[src/rtl/led_sched_pkg.sv]
// Shared definitions for the LED blink scheduler.
// Contents: FSM state encoding, blink-count width and heartbeat period multiple.
package led_sched_pkg;

  typedef enum logic [1:0] {
    IDLE = 2'd0,
    ON   = 2'd1,
    OFF  = 2'd2,
    GAP  = 2'd3
  } state_e;

  localparam int COUNT_W        = 4;
  // Heartbeat half-period, in units of TICK_DIV cycles.
  localparam int HEARTBEAT_MULT = 4;

endpackage

[src/rtl/led_tick_gen.sv]
// Half-period prescaler: counts 0..DIV-1 and wraps.
// Ports:
//   clk   - clock (posedge)
//   rst_n - asynchronous active-low reset
//   clr   - synchronous clear of the count
//   tick  - high while the count equals DIV-1 (the wrap cycle)
module led_tick_gen #(
  parameter int DIV = 4
) (
  input  logic clk,
  input  logic rst_n,
  input  logic clr,
  output logic tick
);

  localparam int W = (DIV > 1) ? $clog2(DIV) : 1;

  logic [W-1:0] cnt_q;
  logic [W-1:0] cnt_d;

  assign tick = (cnt_q == W'(DIV - 1));

  always_comb begin
    cnt_d = cnt_q + W'(1);
    if (clr || tick) cnt_d = '0;
  end

  always_ff @(posedge clk or negedge rst_n) begin
    if (!rst_n) cnt_q <= '0;
    else        cnt_q <= cnt_d;
  end

endmodule

[src/rtl/led_blink_sched.sv]
// Shares one status LED between NREQ requesters. Each requester posts a
// blink count (0..15) over valid/ready; grants are round-robin and each
// code plays as count x (ON, OFF) half-periods followed by an LED-off gap.
// Ports:
//   clk, rst_n  - clock, asynchronous active-low reset
//   req_valid   - per-requester offer
//   req_count   - 4-bit count per requester, [4i+3:4i]
//   req_ready   - one-hot grant, only in IDLE
//   led_on      - LED drive, active-high
//   owner       - one-hot owner of the running code, 0 when idle
//   busy        - state is not IDLE
//   done        - one-cycle pulse on the first IDLE cycle after a gap
// Optional: define LED_SCHED_HEARTBEAT_EN for a slow heartbeat on the LED
// while idle (toggles every HEARTBEAT_MULT*TICK_DIV cycles).
module led_blink_sched
  import led_sched_pkg::*;
#(
  parameter int TICK_DIV  = 25000000,
  parameter int GAP_TICKS = 4,
  parameter int NREQ      = 2
) (
  input  logic                    clk,
  input  logic                    rst_n,
  input  logic [NREQ-1:0]         req_valid,
  input  logic [COUNT_W*NREQ-1:0] req_count,
  output logic [NREQ-1:0]         req_ready,
  output logic                    led_on,
  output logic [NREQ-1:0]         owner,
  output logic                    busy,
  output logic                    done
);

  localparam int PTR_W = $clog2(NREQ);
  localparam int GAP_W = $clog2(GAP_TICKS + 1);

  // First valid requester at or after ptr, wrapping. Scanning backwards
  // lets the last hit be the winner.
  function automatic logic [NREQ-1:0] rr_pick(input logic [NREQ-1:0]  vld,
                                              input logic [PTR_W-1:0] ptr);
    logic [NREQ-1:0] g;
    int              idx;
    g = '0;
    for (int i = NREQ - 1; i >= 0; i--) begin
      idx = (int'(ptr) + i) % NREQ;
      if (vld[idx]) begin
        g      = '0;
        g[idx] = 1'b1;
      end
    end
    return g;
  endfunction

  function automatic logic [PTR_W-1:0] onehot_idx(input logic [NREQ-1:0] oh);
    logic [PTR_W-1:0] r;
    r = '0;
    for (int i = 0; i < NREQ; i++) begin
      if (oh[i]) r = PTR_W'(i);
    end
    return r;
  endfunction

  state_e             state_q, state_d;
  logic [PTR_W-1:0]   ptr_q, ptr_d;
  logic [COUNT_W-1:0] rem_q, rem_d;
  logic [GAP_W-1:0]   gap_q, gap_d;
  logic [NREQ-1:0]    owner_q, owner_d;
  logic               done_q, done_d;
  logic               led_q, led_d;

  logic [NREQ-1:0]    grant;
  logic [PTR_W-1:0]   gidx;
  logic [COUNT_W-1:0] count_sel;
  logic               accept;
  logic               tick;

  assign grant     = (state_q == IDLE) ? rr_pick(req_valid, ptr_q) : '0;
  assign accept    = |grant;
  assign gidx      = onehot_idx(grant);
  assign count_sel = req_count[COUNT_W*int'(gidx) +: COUNT_W];

  assign req_ready = grant;
  assign led_on    = led_q;
  assign owner     = owner_q;
  assign busy      = (state_q != IDLE);
  assign done      = done_q;

  // Prescaler restarts on acceptance so the first ON phase is a full one.
  led_tick_gen #(.DIV(TICK_DIV)) u_tick (
    .clk  (clk),
    .rst_n(rst_n),
    .clr  (accept),
    .tick (tick)
  );

  always_comb begin
    state_d = state_q;
    ptr_d   = ptr_q;
    rem_d   = rem_q;
    gap_d   = gap_q;
    owner_d = owner_q;
    done_d  = 1'b0;
    case (state_q)
      IDLE: begin
        if (accept) begin
          owner_d = grant;
          rem_d   = count_sel;
          ptr_d   = PTR_W'((int'(gidx) + 1) % NREQ);
          gap_d   = '0;
          state_d = (count_sel != '0) ? ON : GAP;
        end
      end
      ON: begin
        if (tick) state_d = OFF;
      end
      OFF: begin
        if (tick) begin
          // rem_q is at least 1 here, so this never wraps.
          rem_d   = rem_q - COUNT_W'(1);
          state_d = (rem_q == COUNT_W'(1)) ? GAP : ON;
        end
      end
      GAP: begin
        if (tick) begin
          if (gap_q == GAP_W'(GAP_TICKS - 1)) begin
            state_d = IDLE;
            done_d  = 1'b1;
            owner_d = '0;
            gap_d   = '0;
          end else begin
            gap_d = gap_q + GAP_W'(1);
          end
        end
      end
      default: state_d = IDLE;
    endcase
  end

`ifdef LED_SCHED_HEARTBEAT_EN
  localparam int HB_PERIOD = HEARTBEAT_MULT * TICK_DIV;
  localparam int HB_W      = $clog2(HB_PERIOD);

  logic [HB_W-1:0] hb_cnt_q, hb_cnt_d;
  logic            hb_q, hb_d;

  // Runs only while idle with nothing being accepted; anything else
  // restarts it from LED-off so each IDLE entry begins a fresh period.
  always_comb begin
    hb_cnt_d = '0;
    hb_d     = 1'b0;
    if (state_q == IDLE && !accept) begin
      if (hb_cnt_q == HB_W'(HB_PERIOD - 1)) begin
        hb_cnt_d = '0;
        hb_d     = ~hb_q;
      end else begin
        hb_cnt_d = hb_cnt_q + HB_W'(1);
        hb_d     = hb_q;
      end
    end
  end

  always_ff @(posedge clk or negedge rst_n) begin
    if (!rst_n) begin
      hb_cnt_q <= '0;
      hb_q     <= 1'b0;
    end else begin
      hb_cnt_q <= hb_cnt_d;
      hb_q     <= hb_d;
    end
  end

  assign led_d = (state_d == ON) || ((state_d == IDLE) && hb_d);
`else
  assign led_d = (state_d == ON);
`endif

  always_ff @(posedge clk or negedge rst_n) begin
    if (!rst_n) begin
      state_q <= IDLE;
      ptr_q   <= '0;
      rem_q   <= '0;
      gap_q   <= '0;
      owner_q <= '0;
      done_q  <= 1'b0;
      led_q   <= 1'b0;
    end else begin
      state_q <= state_d;
      ptr_q   <= ptr_d;
      rem_q   <= rem_d;
      gap_q   <= gap_d;
      owner_q <= owner_d;
      done_q  <= done_d;
      led_q   <= led_d;
    end
  end

endmodule
[config.mk]
export PLATFORM = sky130hd
export DESIGN_NAME = led_blink_sched
export DESIGN_NICKNAME = d
export VERILOG_FILES = /design/src/rtl/led_sched_pkg.sv /design/src/rtl/led_tick_gen.sv /design/src/rtl/led_blink_sched.sv
export SDC_FILE = /design/constraint.sdc
export NUM_CORES = 1
export LEC_CHECK = 0
export ABC_AREA = 1
export BUFFER_PORTS_ARGS = -buffer_cell sky130_fd_sc_hd__buf_2
export CAP_MARGIN = 20
export CORE_MARGIN = 3
export CORE_UTILIZATION = 60
export DETAILED_ROUTE_END_ITERATION = 12
export PLACE_DENSITY = 0.8
export SYNTH_ARGS = -nofsm -noshare
export SYNTH_HDL_FRONTEND = slang
export SYNTH_SLANG_ARGS = --single-unit
[constraint.sdc]
create_clock -name clk -period 2.35 [get_ports clk]
set_clock_uncertainty 0.2 [all_clocks]
set_input_delay 0.47 -clock clk [delete_from_list [all_inputs] [get_ports clk]]
set_output_delay 0.47 -clock clk [all_outputs]
set_load 0.01 [all_outputs]
==> metrics.yaml <==
cts_tree: "yes"
arrival_ns: 2.04
synthDistinctLibCells: 34
power_frac_clock: 0.479
clkLatencyLatePin_ns: 0.29
endpoint_kind: "flip-flop"
yosysTopAreaCellShare: 0.4058
cp_max_fo: 17
die_w_um: 69.31
syn-num-nets: 341
synth.area.top_cells: "dfrtp_1 41%, nand2_1 12%, nor2_1 7.8%"
maxSlewHeadroom: 0.6743
synthFlopType: "dfrtp_1"
postCtsSetupBuffers: 0
row_count: 22
wl_per_cell_um: 12.89
p_leak_nw: 1.372
viasPerCell: 5.460
dp_hpwl_um: 3964
core-area_um2: 3771
post_cts_resized: 0
finalSetupViolCount: 0
yosys_warnings: 0
crit_required_ns: 2.37
num_vias: 2184
fin_nets: 367
cts_sinks: 39
p_sw_uw: 246.3
synth-async-reset-ratio: 1.000
port_buffers: 18
drt_iter0_drc: 163
tns_ns: 0
ioPinCount: 19
ys_seq_area_frac: 0.4058
die_h_um: 69.31
grt_pass1_vias: 2018
synth_area_leader_cell: "dfrtp_1"
synth-seq-cells: 39
power_density_nw_per_um2: 501.7
grt_max_degree: 40
crit_end: "u_tick.cnt_q[5]"
place_congestion: 0.9717
syn2layout_area_growth_pct: 12.07
cts_max_level: 2
routed_wirelength_um: 5156
drc_errors: 0
cts_hold_buf: 0
synth_edf_count: 0
reg2reg_slack_ns: 0.32
crit_type: "reg -> reg"
path_clk_slew_ns: 0.08
max_cap_violations: 0
timing.rr.start: "u_tick.cnt_q[0]"
synthCells: 325
status: "complete, no violations"
drv_slew: 0
start_util: 0.6377
total_power_mw: 1.352
rr_worst_depth: 10
period_share: 0.8619
numCtsBuffers: 5
cts_max_path_buffers: 2
reg2reg_to: "u_tick.cnt_q[5]"
die_area_um2: 4804
root_buffer: "clkbuf_8"
utilization: 0.7147
drive_gt1_frac: 0.1761
drtPass1Iterations: 5
fillers: 320
startpoint: "u_tick.cnt_q[0]"
swShare: 0.1821
track_usage: 0.2301
syn_avg_cell_area_um2: 7.399
rsz0062_at_grt: "false"
power_frac_comb: 0.025
synth.top_cells.by_count: "77 x nand2_1, 50 x nor2_1, 39 x dfrtp_1"
max_freq_mhz: 493.7
overflow: 0
seq_power_share: 0.496
grt_pass1_wl_um: 9121
cell_internal_pwr_mw: 1.106
hp-class: "in -> async"
fin_crit_ns: 2.025
tightest_slew_ns: 0.4886
antenna_cells: 0
antenna_left: 0
critPathLaunchType: "flip-flop"
grt_antenna_before_repair: 0
irDropWorstVdd_v: 0.0004677
synth.most_common_cell: "nand2_1"
syn_area_um2: 2405
final_area_um2: 2695
hold_viol_final: 0
place_area_um2: 2562
==> worst min-delay path by stage <==
stage | slack, ns | end | cells after the start
global placement | 0.24 | u_tick.cnt_q[0] | 1
detailed placement | 0.26 | u_tick.cnt_q[0] | 1
finish | 0.02 | u_tick.cnt_q[3] | 2
floorplan | -0.03 | done | 0
CTS | 0.04 | u_tick.cnt_q[8] | 2
global route | 0.07 | u_tick.cnt_q[3] | 2
==> power groups by stage <==
stage	Sequential [mW]	Clock, mW	Combinational, mW
after floorplan	0.684	0	0.00768
after global placement	0.684	0	0.0335
after detailed placement	0.684	0	0.0340
after CTS	0.671	0.654	0.0341
after global routing	0.670	0.689	0.0386
final	0.671	0.648	0.0332
==> per-layer routing <==
| metal | global-route usage | up-vias | share of wire |
|---|---|---|---|
| li1 | - | 1098 | - |
| met1 | 0.3352 | 1012 | 0.47 |
| met2 | 0.3549 | 66 | 0.45 |
| met3 | 0.04493 | 8 | 0.068 |
| met4 | 0.05206 | 0 | 0.011 |
| met5 | 0 | - | 0 |
==> per-stage QoR <==
step,setup slack (ns),hold slack (ns),instances
global placement,0.4258,0.2419,392
floorplan,0.7228,-0.02559,325
global route,0.1297,0.07049,400
detailed placement,0.3597,0.2571,392
finish,0.3246,0.02265,400
CTS,0.3284,0.04121,400
==> critical path, stage by stage (launching register included) <==
cell and delay [ns]:
dfrtp_1 0.40, ha_1 0.22, nand2_1 0.09, inv_2 0.06
nand2_4 0.14, nor2_8 0.06, nand2_4 0.08, nand2_2 0.22
inv_2 0.22, o21ai_0 0.11, a21oi_1 0.13
==> flip-flops by register name, summed over array words and instances (netlist names) <==
| register | cells |
|---|---|
| gap_q | 3 |
| ptr_q | 1 |
| owner | 2 |
| led_on | 1 |
| done | 1 |
| state_q | 2 |
| rem_q | 4 |
| u_tick.cnt_q | 25 |
==> placed cells by master, fill, tap and decap left out, types with 4 or more instances in the layout <==
cell type	count
inv_1	36
buf_2	18
xnor2_1	4
o21ai_0	9
inv_2	7
ha_1	4
nand4_1	12
nand3_1	26
xor2_1	4
nor2_1	50
dfrtp_1	39
nor2_2	5
nor3_1	11
nand2_2	7
clkbuf_8	5
a21oi_1	9
nand2_1	77
==> cell type report <==
type / count / area, µm² / share of cell area
Clock buffer: 6 / 72.57 / 0.02693
Clock inverter: 2 / 60.06 / 0.02228
Inverter: 44 / 167.7 / 0.06221
Multi-Input combinational cell: 240 / 1246 / 0.4624
Sequential cell: 39 / 975.9 / 0.3621
Tap cell: 48 / 60.06 / 0.02228
Timing Repair Buffer: 21 / 112.6 / 0.04178
==> cell families (layout without fill, tap and decap cells) <==
kind of cell	after synthesis	count (layout)	synth area share
AO/OA/AOI/OAI	24	24	0.05515
flip-flops	39	39	0.4058
AND/OR/NAND/NOR	203	203	0.4084
XOR/XNOR	8	8	0.02913
adder cells (fa/ha/maj)	4	4	0.02081
buffers and inverters	46	73	0.07596
multiplexers	1	1	0.004682
Power figures use the tool's default switching activity.
